[config.mk]
export PLATFORM = sky130hd
export DESIGN_NAME = collectible_ctrl
export DESIGN_NICKNAME = d
export VERILOG_FILES = /design/src/rtl/collectible_ctrl.sv
export SDC_FILE = /design/constraint.sdc
export NUM_CORES = 1
export LEC_CHECK = 0
export CORE_MARGIN = 4
export CORE_UTILIZATION = 57
export DETAILED_ROUTE_END_ITERATION = 8
export PLACE_DENSITY = 0.83
export SLEW_MARGIN = 20
export SYNTH_ARGS = -nofsm -noshare
export SYNTH_HDL_FRONTEND = slang
export SYNTH_SLANG_ARGS = --single-unit
[constraint.sdc]
create_clock -name clk -period 4.2 [get_ports clk]
set_clock_uncertainty 0.15 [all_clocks]
set_input_delay 1.05 -clock clk [delete_from_list [all_inputs] [get_ports clk]]
set_output_delay 1.05 -clock clk [all_outputs]
set_load 0.02 [all_outputs]
[src/rtl/collectible_ctrl.sv]
// Game-logic controller for the collectible square: spawns it at an LFSR-chosen
// position, expires it after a frame timeout and detects player collection.
module collectible_ctrl #(
  parameter int          H_ACTIVE       = 800,
  parameter int          V_ACTIVE       = 600,
  parameter int          SQ_SIZE        = 10,
  parameter int          PLAYER_W       = 32,
  parameter int          PLAYER_H       = 32,
  parameter int          TIMEOUT_FRAMES = 300,
  parameter int          GAP_FRAMES     = 30,
  parameter logic [15:0] LFSR_SEED      = 16'hACE1,
  parameter int          MAX_TRIES      = 16
) (
  input  logic        clk,
  input  logic        rst,
  input  logic        enable,
  input  logic        score_clr,
  input  logic        vblnk,
  input  logic [10:0] player_x,
  input  logic [10:0] player_y,
  output logic [10:0] sq_x,
  output logic [10:0] sq_y,
  output logic        sq_visible,
  output logic        collect_pulse,
  output logic [15:0] score
);

  localparam logic [10:0] X_MAX    = 11'(H_ACTIVE - SQ_SIZE);
  localparam logic [10:0] Y_MAX    = 11'(V_ACTIVE - SQ_SIZE);
  localparam logic [10:0] X_SPAN   = 11'(H_ACTIVE - SQ_SIZE + 1);
  localparam logic [10:0] Y_SPAN   = 11'(V_ACTIVE - SQ_SIZE + 1);
  localparam logic [15:0] SEED_EFF = (LFSR_SEED == 16'h0000) ? 16'h0001 : LFSR_SEED;
  localparam int          TRY_W    = (MAX_TRIES < 1) ? 1 : $clog2(MAX_TRIES + 1);
  localparam logic [TRY_W-1:0] TRY_LIMIT = TRY_W'(MAX_TRIES);
  localparam logic [15:0] TO_LAST  = 16'(TIMEOUT_FRAMES - 1);
  localparam logic [15:0] GAP_LAST = 16'(((GAP_FRAMES == 0) ? 1 : GAP_FRAMES) - 1);

  typedef enum logic [1:0] {
    IDLE,
    SPAWN,
    ACTIVE,
    GAP
  } state_e;

  state_e           state_q, state_d;
  logic [15:0]      lfsr_q, lfsr_d;
  logic             vblnk_q;
  logic [15:0]      cnt_q, cnt_d;
  logic [TRY_W-1:0] tries_q, tries_d;
  logic             x_ok_q, x_ok_d;
  logic             y_ok_q, y_ok_d;
  logic [10:0]      sq_x_q, sq_x_d;
  logic [10:0]      sq_y_q, sq_y_d;
  logic             vis_q, vis_d;
  logic             pulse_q, pulse_d;
  logic [15:0]      score_q, score_d;

  logic        tick;
  logic [10:0] cx, cy;
  logic        cx_ok, cy_ok;
  logic [10:0] cx_fold, cy_fold;
  logic [11:0] px_w, py_w, sx_w, sy_w;
  logic        hit;
  logic [15:0] score_inc;

  assign tick   = vblnk & ~vblnk_q;
  assign lfsr_d = {lfsr_q[14:0], lfsr_q[15] ^ lfsr_q[13] ^ lfsr_q[12] ^ lfsr_q[10]};

  assign cx      = {1'b0, lfsr_q[9:0]};
  assign cy      = {1'b0, lfsr_q[15:6]};
  assign cx_ok   = (cx <= X_MAX);
  assign cy_ok   = (cy <= Y_MAX);
  // Fallback after the attempt limit: fold an out-of-range candidate back into range.
  assign cx_fold = cx_ok ? cx : (cx - X_SPAN);
  assign cy_fold = cy_ok ? cy : (cy - Y_SPAN);

  assign px_w = {1'b0, player_x};
  assign py_w = {1'b0, player_y};
  assign sx_w = {1'b0, sq_x_q};
  assign sy_w = {1'b0, sq_y_q};
  assign hit  = (px_w < sx_w + 12'(SQ_SIZE)) && (sx_w < px_w + 12'(PLAYER_W)) &&
                (py_w < sy_w + 12'(SQ_SIZE)) && (sy_w < py_w + 12'(PLAYER_H));

  assign score_inc = (score_q == 16'hFFFF) ? score_q : (score_q + 16'd1);

  always_comb begin
    state_d = state_q;
    cnt_d   = cnt_q;
    tries_d = tries_q;
    x_ok_d  = x_ok_q;
    y_ok_d  = y_ok_q;
    sq_x_d  = sq_x_q;
    sq_y_d  = sq_y_q;
    vis_d   = vis_q;
    pulse_d = 1'b0;
    score_d = score_q;

    unique case (state_q)
      IDLE: begin
        vis_d = 1'b0;
        if (enable && tick) begin
          state_d = SPAWN;
          tries_d = '0;
          x_ok_d  = 1'b0;
          y_ok_d  = 1'b0;
        end
      end

      SPAWN: begin
        if (tries_q >= TRY_LIMIT) begin
          if (!x_ok_q) sq_x_d = cx_fold;
          if (!y_ok_q) sq_y_d = cy_fold;
          x_ok_d  = 1'b1;
          y_ok_d  = 1'b1;
          state_d = ACTIVE;
          vis_d   = 1'b1;
          cnt_d   = '0;
        end else begin
          tries_d = tries_q + TRY_W'(1);
          if (!x_ok_q && cx_ok) begin
            sq_x_d = cx;
            x_ok_d = 1'b1;
          end
          if (!y_ok_q && cy_ok) begin
            sq_y_d = cy;
            y_ok_d = 1'b1;
          end
          if (x_ok_d && y_ok_d) begin
            state_d = ACTIVE;
            vis_d   = 1'b1;
            cnt_d   = '0;
          end
        end
      end

      ACTIVE: begin
        // Collision is tested before the timeout so a same-frame tie still scores.
        if (tick) begin
          if (hit) begin
            pulse_d = 1'b1;
            score_d = score_inc;
            vis_d   = 1'b0;
            cnt_d   = '0;
            state_d = GAP;
          end else if (cnt_q == TO_LAST) begin
            vis_d   = 1'b0;
            cnt_d   = '0;
            state_d = GAP;
          end else begin
            cnt_d = cnt_q + 16'd1;
          end
        end
      end

      GAP: begin
        if (tick) begin
          if (cnt_q == GAP_LAST) begin
            state_d = SPAWN;
            cnt_d   = '0;
            tries_d = '0;
            x_ok_d  = 1'b0;
            y_ok_d  = 1'b0;
          end else begin
            cnt_d = cnt_q + 16'd1;
          end
        end
      end

      default: state_d = IDLE;
    endcase

    if (!enable) begin
      state_d = IDLE;
      vis_d   = 1'b0;
      cnt_d   = '0;
      pulse_d = 1'b0;
      score_d = score_q;
      sq_x_d  = sq_x_q;
      sq_y_d  = sq_y_q;
    end

    if (score_clr) score_d = '0;
  end

  always_ff @(posedge clk or posedge rst) begin
    if (rst) begin
      state_q <= IDLE;
      lfsr_q  <= SEED_EFF;
      vblnk_q <= 1'b0;
      cnt_q   <= '0;
      tries_q <= '0;
      x_ok_q  <= 1'b0;
      y_ok_q  <= 1'b0;
      sq_x_q  <= '0;
      sq_y_q  <= '0;
      vis_q   <= 1'b0;
      pulse_q <= 1'b0;
      score_q <= '0;
    end else begin
      state_q <= state_d;
      lfsr_q  <= lfsr_d;
      vblnk_q <= vblnk;
      cnt_q   <= cnt_d;
      tries_q <= tries_d;
      x_ok_q  <= x_ok_d;
      y_ok_q  <= y_ok_d;
      sq_x_q  <= sq_x_d;
      sq_y_q  <= sq_y_d;
      vis_q   <= vis_d;
      pulse_q <= pulse_d;
      score_q <= score_d;
    end
  end

  assign sq_x          = sq_x_q;
  assign sq_y          = sq_y_q;
  assign sq_visible    = vis_q;
  assign collect_pulse = pulse_q;
  assign score         = score_q;

endmodule
# ---- Word-level counts from Yosys, hierarchy flattened
# Index checks and enable logic that the tools add are counted.
dict set report word_totals {
  in_bits 27
  romBits 0
  register_bits 82
  memories 0
  latch_bits 0
  elab_cells 141
  ramBits 0
  out_inout_bits 40
}
dict set report op_classes {
  n_div 0
  add_sub_neg 9
  n_mux 62
  n_reduce_logical 25
  eq_ne 21
  bitwise_logic 5
  n_mul 0
  shifts 0
  n_lt_le_gt_ge 7
}
# operator count
set op_table {}
lappend op_table {{16-bit 2-to-1 mux} 14}
lappend op_table {{11-bit 2-to-1 mux} 8}
lappend op_table {{11-bit by 12-bit < comparator with 1-bit output} 4}
lappend op_table {{16-bit one-hot mux with 3 select lines} 1}
lappend op_table {{16-bit by 1-bit adder with 16-bit output, second input constant} 2}
lappend op_table {{11-bit by 4-bit adder with 12-bit output, second input constant} 2}
lappend op_table {{11-bit by 6-bit adder with 12-bit output, second input constant} 2}
lappend op_table {{10-bit by 10-bit subtractor with 11-bit output, second input constant} 2}
lappend op_table {{1-bit 2-to-1 mux} 21}
lappend op_table {{10-bit less-or-equal comparator, second input constant} 2}
lappend op_table {{5-bit 2-to-1 mux} 4}
lappend op_table {{4-bit AND reduction} 5}
lappend op_table {{2-bit 2-to-1 mux} 9}
lappend op_table {{16-bit == test, second input constant} 1}
lappend op_table {{16-bit by 5-bit == test with 1-bit output, second input constant} 1}
lappend op_table {{16-bit by 9-bit == test with 1-bit output, second input constant} 1}
lappend op_table {{5-bit one-hot mux with 3 select lines} 1}
lappend op_table {{2-bit != test, second input constant} 7}
lappend op_table {{3-bit != test, second input constant} 4}
lappend op_table {{2-bit nonzero test} 6}
lappend op_table {{5-bit AND reduction} 2}
lappend op_table {{1-bit one-hot mux with 3 select lines} 3}
lappend op_table {{4-bit by 1-bit != test with 1-bit output, second input constant} 2}
lappend op_table {{4-bit != test, second input constant} 2}
lappend op_table {{other kinds (13)} 23}

# ---- Depth between registers and ports, before layout
dict set report logic_depth {
  depth_word 10
  mapped_depth 14
  depth_no_buf 13
}

# ---- Worst setup path before layout
# No wires, ideal clock.
dict set report synth_timing {
  path_kind {input -> register}
  from {input port player_x[5]}
  to {register score_q[12], in the netlist score[12]}
  required_ns 3.923
  setup_time_ns 0.127
  arrival_ns 3.482
  slack_ns 0.440
  path_buffers 1
  stages 13
  path_cell_list {ha_1 > and3_1 > xnor2_1 > ha_1 > a21o_1 > a21oi_1 > o41ai_1 > a221oi_2 > o311ai_1 > clkbuf_1 > nor3_1 > nand4_1 > mux2_1}
}
dict set report synth_via {
  elab_chain_len 7
  elab_cells_between_ends 8
  classes_between {1 x add/sub; 2 x order compare; 5 x reduce/logical}
}
# element line_no
set synth_rtl {}
lappend synth_rtl {{from (decl)} 19} ;# input logic [10:0] player_x,
lappend synth_rtl {{11-bit by 6-bit adder with 12-bit output} 81} ;# assign hit = (px_w < sx_w + 12'(SQ_SIZE)) && (sx_w < px_w + 12'(PLAYER_W)) &&
lappend synth_rtl {{11-bit by 12-bit < comparator with 1-bit output} 81}
lappend synth_rtl {{1-bit logical AND * (2 in a row)} 81}
lappend synth_rtl {{1-bit logical AND *} 82} ;# (py_w < sy_w + 12'(SQ_SIZE)) && (sy_w < py_w + 12'(PLAYER_H));
lappend synth_rtl {{2-bit nonzero test (no source line) *} --}
lappend synth_rtl {{5-bit AND reduction (no source line) *} --}
lappend synth_rtl {{to (signal assigned)} 211} ;# score_q <= score_d;
lappend synth_rtl {{to (decl)} 56} ;# logic [15:0] score_q, score_d;
# Every way passes the cells marked *; elsewhere a longest branch is shown, timed or not.
# A chain may end at the register's enable or synchronous reset.

# ---- Worst setup path after layout
dict set report layout_timing {
  from {input port player_x[7]}
  to {register score_q[10], in the netlist score[10]}
}
# The elaborated chain is that of the path after synthesis.

==> flow_metrics.env <==
export IMPL_status="completed"
export IMPL_dieWidth_um=108
export IMPL_yosysWarnings=0
export IMPL_hold_viol=0
export IMPL_synth_main_ff_cell="dfrtp_1"
export IMPL_ys_seq_elements=82
export IMPL_syn2layout_area_growth_pct=20.6
export IMPL_end_kind="flip-flop"
export IMPL_crit_type="in -> reg"
export IMPL_n_fill_cell=791
export IMPL_synth_top_family_by_area="simple AND/OR/NAND/NOR gates"
export IMPL_drc_errors=0
export IMPL_ant_nets=0
export IMPL_drt_wirelength_per_cell_um=15.2
export IMPL_synth_edf_count=0
export IMPL_cts_htree_levels=3
export IMPL_grt_max_degree=54
export IMPL_slew_violations=0
export IMPL_drt_wl_total_um=13000
export IMPL_synth_simple_area_share=0.212
export IMPL_numCtsBuffers=9
export IMPL_synthArstFlopShare=1.00
export IMPL_initial_core_util=0.582
export IMPL_first_pass_iters=6
export IMPL_hold_path_class="reg -> reg"
export IMPL_max_clock_freq_ghz=0.256
export IMPL_worstSkewPairLatency_ps=360
export IMPL_worst_ep_required_time_ps=4320
export IMPL_synth_compound_area_share=0.162
export IMPL_worstPathArrival_ps=4020
export IMPL_grt_antenna_before_repair=0
export IMPL_final_cell_count_no_fill=854
export IMPL_synthCells=637
export IMPL_period_share=0.929
export IMPL_netlist_area_leader_share=0.327
export IMPL_startpoint_type="primary input"
export IMPL_ios=67
export IMPL_hold_buffers=0
export IMPL_vias_per_cell=5.89
export IMPL_row_count=36
export IMPL_hpwl_um=9620
export IMPL_worstPathMaxFanout=8
export IMPL_num_nets_final=802
export IMPL_dieHeight_um=108
export IMPL_yosysUniqueCellTypes=60
export IMPL_gp_congestion=0.916
export IMPL_p_per_area_nw_per_um2=377
export IMPL_setup_viol=0
export IMPL_rsz0062_at_grt="no"
export IMPL_min_period_ps=3900
export IMPL_netlist_top_cells_area="dfrtp_1 (33%), ha_1 (13%), nand2_1 (4.5%), o21ai_0 (4.2%), xnor2_1 (4.2%)"
export IMPL_relSlewSlack=0.410
export IMPL_power_mw=2.57
export IMPL_io_buffer_count=66
export IMPL_synthAdderAreaFrac=0.130
export IMPL_clkTransAtPathRegs_ps=80
export IMPL_ir_worst_vdd_v=0.000243
export IMPL_synth_xor_xnor_area_share=0.0728
export IMPL_syn_num_nets=723
export IMPL_drive_gt1_frac=0.103
export IMPL_drt_iter0_drc=239
export IMPL_dpl_cell_count=837
export IMPL_routed_via_count=5032
export IMPL_gr_total_overflow=0
export IMPL_cts_sink_count=82
export IMPL_p_leak_nw=2.94
export IMPL_clk_path_buf_depth=2
export IMPL_grt_usage=0.230
export IMPL_cts_root_buffer="clkbuf_8"
export IMPL_antenna_cells=0
export IMPL_synth_area_mux_share=0.0226
export IMPL_ys_seq_area_frac=0.364
export IMPL_dieArea_um2=11600
export IMPL_core_um2=9730
export IMPL_synth_area_leader_cell="dfrtp_1"
export IMPL_grt_pass1_wl_um=21900
export IMPL_mappedNetlistArea_um2=5660
export IMPL_max_cap_violations=0
export IMPL_worst_pin_slew_ps=884
export IMPL_syn_avg_cell_area_um2=8.88
export IMPL_first_global_vias=4911
export IMPL_setup_tns_ps=0
export IMPL_cts_tree="built"
## worst paths after layout
| path | slack (ps) | cells after the start | startpoint | to |
|---|---|---|---|---|
| setup / recovery | 300 | 13 | player_x[7] | score[10]$_DFFE_PP0P_ |
| hold / removal | 270 | 0 | lfsr_q[14]$_DFF_PP0_ | lfsr_q[15]$_DFF_PP1_ |
| setup reg to reg | 460 | 15 | sq_y[1]$_DFFE_PP0P_ | score[10]$_DFFE_PP0P_ |
| hold reg to reg | 270 | 0 | lfsr_q[14]$_DFF_PP0_ | lfsr_q[15]$_DFF_PP1_ |
| max in group asynchronous | 2140 | 3 | rst | cnt_q[1]$_DFFE_PP0P_ |
| min in group asynchronous | 1000 | 2 | rst | sq_y[3]$_DFFE_PP0P_ |
## synth_stat cells (3+ instances only)
cell type	instances
a22o_1	5
nor4_1	6
a31o_2	8
mux2_2	4
o211ai_1	7
nor3b_1	3
nand2_1	68
xor2_1	20
a21oi_1	33
nor3_1	15
o2111ai_1	4
mux2i_1	6
nor2b_1	12
nor2_1	51
or4_1	4
dfstp_2	8
nand2b_1	4
nand4_1	15
inv_1	32
and3_1	11
clkbuf_1	17
nand3_1	33
o21ai_0	48
dfrtp_1	74
a31oi_1	5
ha_1	59
a21o_1	10
xnor2_1	27
and2_1	4
o41ai_1	5
## layer usage
layer	share of wire	vias to the layer above	wire [µm]	global-route usage
met2	0.49	137	6390	0.383
met4	0.024	0	309	0.0947
met3	0.041	31	537	0.0426
li1	-	2451	-	-
met5	0	-	0	0
met1	0.44	2413	5720	0.296
## power by group
group / switching, mW / internal (mW)
Combinational: 0.569 / 0.451
Clock: 0.295 / 0.252
Sequential: 0.127 / 0.876
Total: 0.992 / 1.58
## repair_timing
action / in CTS / in global routing
resized for setup: 0 / 12
setup endpoints to repair: 0 / 25
setup buffers: 0 / 1
## logic make-up after synthesis
logic type,count (synthesis)
flops,82
compound gates,143
fa+ha+maj,59
xor+xnor,47
buf+inv,52
simple gates,242
mux,12
## worst max-delay path, stage by stage
cell and delay (ps):
clkdlybuf4s50_1 530, and3_1 230, xnor2_1 90, ha_1 320, a21o_1 200, a21oi_2 140, o41ai_2 80, a221oi_2 320
o311ai_4 190, nor3_2 180, buf_4 180, or3b_1 370, a21oi_1 150
## stage by stage
stage,utilization,hold slack [ps],worst slack (ps),cell area (µm²)
5_1_grt,0.701,271,148,6820
3_3_place_gp,0.676,251,-149,6580
6_report,0.701,266,298,6820
4_1_cts,0.695,266,101,6760
3_5_place_dp,0.676,254,-273,6580
2_1_floorplan,-,202,440,5660
## sequential cells by signal (all words and copies together) (netlist names)
register	cells
cnt_q	16
collect_pulse	1
lfsr_q	16
score	16
sq_visible	1
sq_x	11
sq_y	11
state_q	2
tries_q	5
vblnk_q	1
x_ok_q	1
y_ok_q	1
## final cells by class
type                       count  area [µm²]  area share
clock buffer                  12         155      0.0227
sequential                    82        2060       0.302
inverter                      32         121      0.0178
tap                          133         166      0.0244
clock inverter                 4        32.5     0.00477
multi-input combinational    503        3450       0.506
timing repair buffer          88         835       0.122
## cells in the final DEF, fill, tap and decap left out, types with 5 or more instances in the layout
cell,netlist,layout
buf_4,1,21
dfstp_2,8,8
dfrtp_1,74,74
a21oi_1,33,31
nand2_1,68,68
clkbuf_8,0,11
xor2_1,20,20
mux2i_1,6,6
a31o_2,8,8
nor3_1,15,13
and3_1,11,11
inv_1,32,31
ha_1,59,59
clkdlybuf4s50_1,0,64
nor2_1,51,51
nor2b_1,12,12
nand3_1,33,33
o21ai_0,48,47
a21o_1,10,10
xnor2_1,27,27
a22o_1,5,5
nand4_1,15,15
o211ai_1,7,7
a31oi_1,5,5
nor4_1,6,5
(Power assumes the default switching activity.)
